**src/rtl/player_logic_grid.sv**
```systemverilog
// -----------------------------------------------------------------------------
// player_logic_grid
//   Grid-based player controller. It handles tile movement, a directional
//   sword attack, a cooldown after each action and a sprite animation counter.
//   It also has respawn and freeze hooks for the game state controller.
//   All game-time behaviour advances only on a frame tick (trigger=1 while
//   freeze=0). The press/release input buffer is updated on every clock.
//
// Ports
//   clk                in   system clock
//   reset              in   synchronous reset, active low
//   trigger            in   frame tick, one-cycle pulse
//   btn_press[4:0]     in   press pulses   {attack,right,left,down,up}
//   btn_release[4:0]   in   release pulses, same bit order
//   respawn            in   move to the spawn tile and abort the current action
//   freeze             in   1 = ignore trigger (FSM and counters hold)
//   player_x/y         out  player tile
//   player_direction   out  00 up, 01 right, 10 down, 11 left
//   player_orientation out  last horizontal facing (01 right, 11 left)
//   player_sprite      out  animation frame index (3 or 2)
//   sword_x/y          out  sword tile, 0 when the sword is not visible
//   sword_visible      out  sword is drawn and collidable
//   sword_orientation  out  direction code of the sword
//   busy               out  FSM is not idle
// -----------------------------------------------------------------------------
module player_logic_grid #(
    parameter int XW             = 4,
    parameter int YW             = 4,
    parameter int X_MIN          = 0,
    parameter int X_MAX          = 15,
    parameter int Y_MIN          = 1,
    parameter int Y_MAX          = 11,
    parameter int SPAWN_X        = 1,
    parameter int SPAWN_Y        = 3,
    parameter int ATTACK_TICKS   = 4,
    parameter int COOLDOWN_TICKS = 2,
    parameter int ANIM_PERIOD    = 21,
    parameter int ANIM_SPLIT     = 8
) (
    input  logic          clk,
    input  logic          reset,
    input  logic          trigger,
    input  logic [4:0]    btn_press,
    input  logic [4:0]    btn_release,
    input  logic          respawn,
    input  logic          freeze,
    output logic [XW-1:0] player_x,
    output logic [YW-1:0] player_y,
    output logic [1:0]    player_direction,
    output logic [1:0]    player_orientation,
    output logic [3:0]    player_sprite,
    output logic [XW-1:0] sword_x,
    output logic [YW-1:0] sword_y,
    output logic          sword_visible,
    output logic [1:0]    sword_orientation,
    output logic          busy
);

    localparam logic [1:0] DIR_UP    = 2'b00;
    localparam logic [1:0] DIR_RIGHT = 2'b01;
    localparam logic [1:0] DIR_DOWN  = 2'b10;
    localparam logic [1:0] DIR_LEFT  = 2'b11;

    localparam logic [XW-1:0] X_LO  = XW'(X_MIN);
    localparam logic [XW-1:0] X_HI  = XW'(X_MAX);
    localparam logic [YW-1:0] Y_LO  = YW'(Y_MIN);
    localparam logic [YW-1:0] Y_HI  = YW'(Y_MAX);
    localparam logic [XW-1:0] X_SPN = XW'(SPAWN_X);
    localparam logic [YW-1:0] Y_SPN = YW'(SPAWN_Y);

    // One shared counter serves both ATTACK and COOLDOWN.
    localparam int CNT_MAX = (ATTACK_TICKS > COOLDOWN_TICKS) ? ATTACK_TICKS : COOLDOWN_TICKS;
    localparam int CNT_W   = (CNT_MAX > 0) ? $clog2(CNT_MAX + 1) : 1;
    localparam logic [CNT_W-1:0] ATK_LAST  = CNT_W'(ATTACK_TICKS);
    localparam logic [CNT_W-1:0] COOL_LAST = CNT_W'((COOLDOWN_TICKS > 0) ? COOLDOWN_TICKS - 1 : 0);

    localparam int AW = (ANIM_PERIOD > 2) ? $clog2(ANIM_PERIOD) : 1;
    localparam logic [AW-1:0] ANIM_LAST = AW'(ANIM_PERIOD - 1);
    localparam logic [AW-1:0] ANIM_SPL  = AW'(ANIM_SPLIT);

    typedef enum logic [1:0] {
        ST_IDLE,
        ST_MOVE,
        ST_ATTACK,
        ST_COOLDOWN
    } state_t;

    state_t           state, state_next;
    logic [CNT_W-1:0] cnt, cnt_next;
    logic [AW-1:0]    anim_cnt;
    logic [4:0]       cmd_buf;
    logic             armed;

    logic             step;
    logic             move_now, atk_entry, atk_exit;
    logic             has_dir;
    logic [1:0]       move_dir, atk_dir, sel_dir;
    logic [XW-1:0]    tgt_x;
    logic [YW-1:0]    tgt_y;
    logic             tgt_ok;

    assign step    = trigger & ~freeze;
    assign has_dir = |cmd_buf[3:0];
    assign busy    = (state != ST_IDLE);
    assign player_sprite = (anim_cnt < ANIM_SPL) ? 4'd3 : 4'd2;

    // Direction priority: right > left > down > up.
    always_comb begin
        // NOTE: every always_comb output gets a default first so no latch is inferred.
        move_dir = DIR_UP;
        if (cmd_buf[3])      move_dir = DIR_RIGHT;
        else if (cmd_buf[2]) move_dir = DIR_LEFT;
        else if (cmd_buf[1]) move_dir = DIR_DOWN;
        else if (cmd_buf[0]) move_dir = DIR_UP;
    end

    // A bare attack press swings in the current facing.
    assign atk_dir = has_dir ? move_dir : player_direction;
    assign sel_dir = (state == ST_ATTACK) ? atk_dir : move_dir;

    // Neighbour tile in sel_dir; bounds are checked before the step, so a
    // rejected target is never applied and coordinates never wrap.
    always_comb begin
        tgt_x  = player_x;
        tgt_y  = player_y;
        tgt_ok = 1'b0;
        case (sel_dir)
            DIR_UP: begin
                tgt_ok = (player_y > Y_LO);
                tgt_y  = player_y - YW'(1);
            end
            DIR_RIGHT: begin
                tgt_ok = (player_x < X_HI);
                tgt_x  = player_x + XW'(1);
            end
            DIR_DOWN: begin
                tgt_ok = (player_y < Y_HI);
                tgt_y  = player_y + YW'(1);
            end
            default: begin
                tgt_ok = (player_x > X_LO);
                tgt_x  = player_x - XW'(1);
            end
        endcase
    end

    // Next-state logic. ATTACK is entered with cnt=0. The trigger that sees
    // cnt=0 in ATTACK places the sword, and the trigger that sees
    // cnt=ATTACK_TICKS removes it, so the sword is shown for ATTACK_TICKS triggers.
    always_comb begin
        state_next = state;
        cnt_next   = cnt;
        move_now   = 1'b0;
        atk_entry  = 1'b0;
        atk_exit   = 1'b0;
        if (step) begin
            case (state)
                ST_IDLE: begin
                    if (armed && cmd_buf[4]) begin
                        state_next = ST_ATTACK;
                        cnt_next   = '0;
                    end else if (armed && has_dir) begin
                        state_next = ST_MOVE;
                        cnt_next   = '0;
                    end
                end
                ST_MOVE: begin
                    move_now   = 1'b1;
                    state_next = (COOLDOWN_TICKS == 0) ? ST_IDLE : ST_COOLDOWN;
                    cnt_next   = '0;
                end
                ST_ATTACK: begin
                    if (cnt == ATK_LAST) begin
                        atk_exit   = 1'b1;
                        state_next = (COOLDOWN_TICKS == 0) ? ST_IDLE : ST_COOLDOWN;
                        cnt_next   = '0;
                    end else begin
                        atk_entry = (cnt == '0);
                        cnt_next  = cnt + CNT_W'(1);
                    end
                end
                default: begin
                    if (cnt == COOL_LAST) begin
                        state_next = ST_IDLE;
                        cnt_next   = '0;
                    end else begin
                        cnt_next = cnt + CNT_W'(1);
                    end
                end
            endcase
        end
    end

    // NOTE: sequential state uses non-blocking assignments only, so every
    // register samples pre-edge values regardless of statement order.
    always_ff @(posedge clk) begin
        if (!reset) begin
            state              <= ST_IDLE;
            cnt                <= '0;
            anim_cnt           <= '0;
            cmd_buf            <= '0;
            armed              <= 1'b0;
            player_x           <= X_SPN;
            player_y           <= Y_SPN;
            player_direction   <= DIR_RIGHT;
            player_orientation <= DIR_RIGHT;
            sword_x            <= '0;
            sword_y            <= '0;
            sword_visible      <= 1'b0;
            sword_orientation  <= DIR_RIGHT;
        end else begin
            // The input buffer runs every clock, whether or not freeze is set.
            if (|btn_press)        cmd_buf <= btn_press;
            else if (|btn_release) cmd_buf <= '0;

            if (respawn) begin
                state         <= ST_IDLE;
                cnt           <= '0;
                anim_cnt      <= '0;
                armed         <= 1'b0;
                player_x      <= X_SPN;
                player_y      <= Y_SPN;
                sword_x       <= '0;
                sword_y       <= '0;
                sword_visible <= 1'b0;
            end else begin
                state <= state_next;
                cnt   <= cnt_next;

                if (step)
                    anim_cnt <= (anim_cnt == ANIM_LAST) ? '0 : anim_cnt + AW'(1);

                // A fresh press re-arms even on the cycle an action consumes the old one.
                if (|btn_press)                armed <= 1'b1;
                else if (move_now || atk_entry) armed <= 1'b0;

                if (move_now && has_dir) begin
                    player_direction <= move_dir;
                    if (move_dir[0]) player_orientation <= move_dir;
                    if (tgt_ok) begin
                        player_x <= tgt_x;
                        player_y <= tgt_y;
                    end
                end

                if (atk_entry) begin
                    player_direction  <= atk_dir;
                    sword_orientation <= atk_dir;
                    sword_visible     <= tgt_ok;
                    sword_x           <= tgt_ok ? tgt_x : '0;
                    sword_y           <= tgt_ok ? tgt_y : '0;
                end

                if (atk_exit) begin
                    sword_visible <= 1'b0;
                    sword_x       <= '0;
                    sword_y       <= '0;
                end
            end
        end
    end

endmodule
```
**config.mk**
```make
export PLATFORM = sky130hd
export DESIGN_NAME = player_logic_grid
export DESIGN_NICKNAME = d
export VERILOG_FILES = /design/src/rtl/player_logic_grid.sv
export SDC_FILE = /design/constraint.sdc
export NUM_CORES = 1
export LEC_CHECK = 0
export BUFFER_PORTS_ARGS = -buffer_cell sky130_fd_sc_hd__buf_4
export CAP_MARGIN = 20
export CORE_MARGIN = 3
export CORE_UTILIZATION = 59
export DETAILED_ROUTE_END_ITERATION = 6
export GPL_ROUTABILITY_DRIVEN = 0
export GPL_TIMING_DRIVEN = 0
export PLACE_DENSITY = 0.85
export SLEW_MARGIN = 20
export SYNTH_ARGS = -nofsm -noshare
export SYNTH_HDL_FRONTEND = slang
export SYNTH_SLANG_ARGS = --single-unit
```
**constraint.sdc**
```tcl
create_clock -name clk -period 4.1 [get_ports clk]
set_clock_uncertainty 0.15 [all_clocks]
set_input_delay 0.205 -clock clk [delete_from_list [all_inputs] [get_ports clk]]
set_output_delay 0.205 -clock clk [all_outputs]
set_load 0.01 [all_outputs]
```
## Word level (Yosys, flattened, before mapping)

Cells that the tools add are included.

- $add $sub $neg: 6
- $lt $le $gt $ge: 5
- Equal/unequal tests: 9
- Multiplexer cells: 36
- Bitwise gates (word level): 4
- Reduce and logical (&&, ||, !) cells: 24

Operator list:

| kind | number |
|---|---|
| $mux 2 | 11 |
| $pmux 4 s2 | 2 |
| $mux 5 | 3 |
| $mux 3 | 4 |
| $mux 1 | 11 |
| $reduce_or 5->1 | 2 |
| $pmux 3 s3 | 1 |
| $add 4x1->4 const B | 2 |
| $gt 4x1->1 const B | 2 |
| $lt 4x4->1 const B | 2 |
| $mux 4 | 2 |
| $reduce_and 2->1 | 4 |
| $reduce_bool 2->1 | 4 |
| $sub 4x1->4 const B | 2 |
| $pmux 2 s3 | 1 |
| $add 5x1->5 const B | 1 |
| $eq 5x5->1 const B | 1 |
| $lt 5x4->1 const B | 1 |
| $eq 2x1->1 const B | 2 |
| $eq 2x2->1 const B | 2 |
| $logic_not 2->1 | 2 |
| $reduce_and 4->1 | 1 |
| $reduce_bool 4->1 | 1 |
| $reduce_or 2->1 | 2 |
| 14 further kinds | 18 |

- Bits in registers: 38
- Word-level logic and storage cells: 97

## Depth between registers and ports, before layout

- Depth after elaboration: 9
- Gate-level depth with buffers: 12
- Depth with buffers taken out: 12

## Least setup slack after synthesis

Ideal clock, no wire load.

- Path type: register -> register
- Start point: reg state[0]
- End point: reg sword_x[2]
- Setup time: 71 ps
- Data arrival time: 2,313 ps
- Required time: 3,879 ps
- Path slack: 1,565 ps
- Stages on the path, launching flop included: 11
- Buffers on the path: 0
- Cell sequence: dfxtp_1 -> inv_1 -> ha_1 -> nand4bb_1 -> nand2_1 -> nand2_1 -> fa_1 -> xnor2_1 -> o21ai_0 -> or3b_1 -> a21oi_1

- Word-level cells in the longest chain between the ends: 6
- Elaborated cells between the ends (all ways): 14
- Classes of those cells: eq/ne: 3; mux: 8; reduce/logical: 3

RTL lines:

| what | line | source |
|---|---|---|
| from (decl) | 88 | `state_t state, state_next;` |
| from (signal assigned) | 227 | `state <= state_next;` |
| $eq 2x2->1 * | 119, 157 |  |
| $mux 2 | 119 | `assign sel_dir = (state == ST_ATTACK) ? atk_dir : move_dir;` |
| $eq 2x2->1 / $logic_not 2->1 (equally long branches) | 127 | `case (sel_dir)` |
| $reduce_or 2->1 (no source line) | - |  |
| $pmux 4 s2 | 127 |  |
| $mux 4 | 250 | `sword_x <= tgt_ok ? tgt_x : '0;` |
| to (signal assigned) | 250 |  |
| to (decl) | 52 | `output logic [XW-1:0] sword_x,` |

Every way passes the cells marked *; elsewhere a longest branch is shown, timed or not.
A chain may end at the register's enable or synchronous reset.

## Final worst setup path

Ends and elaborated chain as after synthesis.

==> metrics.yaml <==
clocking:
  clk_pin_slew_worst_paths_ns: 0.07
  clock-root-buffer: "clkbuf_8"
  cts_tree: "built"
  cts_sinks: 38
  clock_latency_ns: 0.29
  cts-htree-levels: 2
  post_cts_buffers: 0
  cts_buffers: 5
  cts_buffer_depth: 2
route:
  wirelength_um: 4812
  postRouteAntennaNets: 0
  vias: 1987
  drt_pass1_iterations: 4
  route.detailed.drc: 0
  first_iter_violations: 121
  routedWlPerCell_um: 13.26
  via_per_inst: 5.474
timing:
  worstMarginPinSlew_ns: 0.5280
  fmax_mhz: 343.0
  slew_viol_final: 0
  setup_viol: 0
  hold_viol_final: 0
  relSlewSlack_pct: 63.79
  min_period_over_period_pct: 71.10
  rsz0062_at_grt: "no"
  period_minus_slack_ns: 2.915
  setup_tns_ns: 0
cells_and_area:
  final_common_cell: "buf_4"
  final_cell_mix: "buf_4, dfxtp_1, nor2_1"
  area_delta_synth_final_pct: 22.63
  drive_above_1_share_pct: 19.87
  fin_area_mm2: 0.002691
  nNetsFinal: 346
  fillers: 292
  diodes: 0
pwr:
  ir_worst_vdd_uv: 211.4
  p_per_area_mw_per_mm2: 285.9
  power.leakage_uw: 0.001087
logic_synthesis:
  syn_avg_cell_area_um2: 8.282
  synth_cell_types: 51
  yosysSeqAreaShare_pct: 34.66
  synth_fa_ha_area_share_pct: 8.894
  synth-edff-count: 0
  synthXorXnorAreaFrac_pct: 5.986
  netlist_area_mm2: 0.002195
  synth_compound_area_share_pct: 17.27
  synth_seq_cells: 38
  synthFlopType: "dfxtp_1"
  synth_warnings: 0
  ys_async_sr_fraction_pct: 0
  synth_mux_area_share_pct: 2.737
  synth_top_family_by_area: "simple AND/OR/NAND/NOR gates"
  yosys.area_share.simple_pct: 24.91
  syn_inst: 265
setup_path:
  cp_top_family: "simple AND/OR/NAND/NOR gates"
  crit_top_cell: "nand2_1"
  cp_max_fo: 10
  timing.critical_path.buf_inv: 1
  slowest_delay_ns: 0.41
  rrSetupSlack_ns: 1.18
  worstReg2RegEnd: "sword_x[2]$_SDFFE_PP0P_"
  timing.rr.start: "state[0]$_SDFFE_PP0P_"
  worst-setup-path-type: "reg2reg"
  cp_data_arrival_time_ns: 2.99
  cp.required_ns: 4.18
  cp-start-kind: "flop"
  slowest_stage: "fa_1"
  path_cells: "inv_1, ha_1, nand4bb_1, nand2_1, nand2_1, fa_1, xnor2_1, o21ai_0, or3b_1, a21oi_1"
  endpoint_kind: "flop"
  r2r_cells: 10
global_route:
  grt_usage_pct: 24.01
  grt_max_degree: 12
  grt_pass1_wl_um: 8245
  antenna_found_initial: 0
  grt_pass1_vias: 1824
  gr-total-overflow: 0
run_status:
  status: "complete, no violations"
hold_path:
  hold_class: "in2reg"
  hold_path_end: "armed$_SDFFE_PP0P_"
  min_from: "btn_press[0]"
  hold_depth: 3
placement:
  port_buffers: 38
  placed_area_mm2: 0.002545
  detailed_place_hpwl_um: 3590
floorplanning:
  die_h_um: 66.99
  start_util_pct: 63.28
  dieArea_mm2: 0.004488
  dieWidth_um: 66.99
  rows: 21
  top_level_ports: 43
  core_area_mm2: 0.003468
run:
  drv_cap: 0
## area by class of cell
class | instances | area, um^2 | area share [%]
Clock inverter | 1 | 30.03 | 1.116
Clock buffer | 7 | 76.32 | 2.836
Sequential cell | 38 | 760.7 | 28.27
Multi-Input combinational cell | 207 | 1328 | 49.33
Tap cell | 46 | 57.56 | 2.139
Timing Repair Buffer | 42 | 325.3 | 12.09
Inverter | 12 | 45.04 | 1.674
Buffer | 10 | 68.82 | 2.557
## sequential cells by signal (all words and copies together), names as in the netlist
signal              flops
sword_visible           1
player_direction        2
player_orientation      1
cmd_buf                 5
sword_x                 4
sword_orientation       2
armed                   1
cnt                     3
player_x                4
sword_y                 4
player_y                4
state                   2
anim_cnt                5
## layer usage
metal	up-vias	routed length, um	GRT usage, %	share of wire, %
met5	-	0	0	0
met2	67	2358	40.59	49
li1	1015	-	-	-
met1	898	2086	29.65	43
met4	0	65	7.595	1.4
met3	7	301	6.071	6.3
## logic make-up after synthesis
logic type                 Yosys count
AOI/OAI and AO/OA                   60
and+or+nand+nor                    107
other                                2
adders and majority gates           15
DFF                                 38
muxes                                6
xor gates and xnor gates            15
buffers and inverters               22
## worst max-delay path by stage
stage	from	endpoint	slack [ns]	depth (start not counted)
2_1_floorplan	state[0]$_SDFFE_PP0P_	sword_x[2]$_SDFFE_PP0P_	1.57	10
3_3_place_gp	state[0]$_SDFFE_PP0P_	sword_x[2]$_SDFFE_PP0P_	1.28	10
3_5_place_dp	state[0]$_SDFFE_PP0P_	sword_x[2]$_SDFFE_PP0P_	1.23	10
4_1_cts	state[0]$_SDFFE_PP0P_	sword_x[2]$_SDFFE_PP0P_	1.20	10
5_1_grt	state[0]$_SDFFE_PP0P_	sword_x[2]$_SDFFE_PP0P_	0.99	10
6_report	state[0]$_SDFFE_PP0P_	sword_x[2]$_SDFFE_PP0P_	1.18	10
## repair_timing
action                    in CTS  in global routing
gates resized for setup        0                  0
hold buffers                   4                  0
hold endpoints to repair       4                  0
## where the power goes
| group | internal, uW | total, uW | leakage (uW) | switching [uW] |
|---|---|---|---|---|
| combinational | 36.1 | 78.8 | 0.000726 | 42.8 |
| clock | 182 | 314 | 0.0000524 | 131 |
| sequential | 373 | 377 | 0.000308 | 4.33 |
| total | 591 | 769 | 0.00109 | 179 |
## Yosys cell counts (2+ instances only)
cell | n | area, um^2
nand2_1 | 27 | 101.4
or3_1 | 3 | 18.77
buf_6 | 2 | 22.52
o211ai_1 | 2 | 15.01
a31o_1 | 2 | 17.52
inv_1 | 11 | 41.29
ha_1 | 14 | 175.2
o21ai_1 | 3 | 15.01
o21a_1 | 2 | 15.01
dfxtp_1 | 38 | 760.7
nor3_1 | 3 | 15.01
nor2b_1 | 4 | 25.02
nand2b_1 | 4 | 25.02
nand3_1 | 5 | 25.02
nor2_1 | 36 | 135.1
o31ai_1 | 2 | 15.01
nor4_2 | 2 | 25.02
xor2_1 | 6 | 52.55
nand4_1 | 4 | 25.02
or2_1 | 4 | 25.02
mux2i_1 | 6 | 60.06
nand3b_1 | 2 | 15.01
a21oi_2 | 3 | 26.28
o21ai_0 | 10 | 50.05
or4_1 | 4 | 30.03
conb_1 | 2 | 7.510
a21oi_1 | 25 | 125.1
clkbuf_1 | 3 | 11.26
xnor2_1 | 9 | 78.83
a21o_1 | 3 | 22.52
buf_4 | 4 | 30.03
## metrics by stage
step	instances	total power [uW]	utilization, %	worst slack, ns	hold slack (ns)
floorplan	267	436.3	-	1.565	0.1463
global placement	351	458.7	73.38	1.278	0.2682
detailed placement	351	460.2	73.38	1.227	0.2737
CTS	363	771.1	77.60	1.203	0.01056
global route	363	797.8	77.60	0.9914	0.01686
finish	363	769.4	77.60	1.185	0.009374
## tightest hold or removal path, stage by stage
cell      delay (ns)
buf_4           0.10
a311oi_1        0.05
nor2_1          0.07
Note: power is estimated with default switching activity, not from simulation.
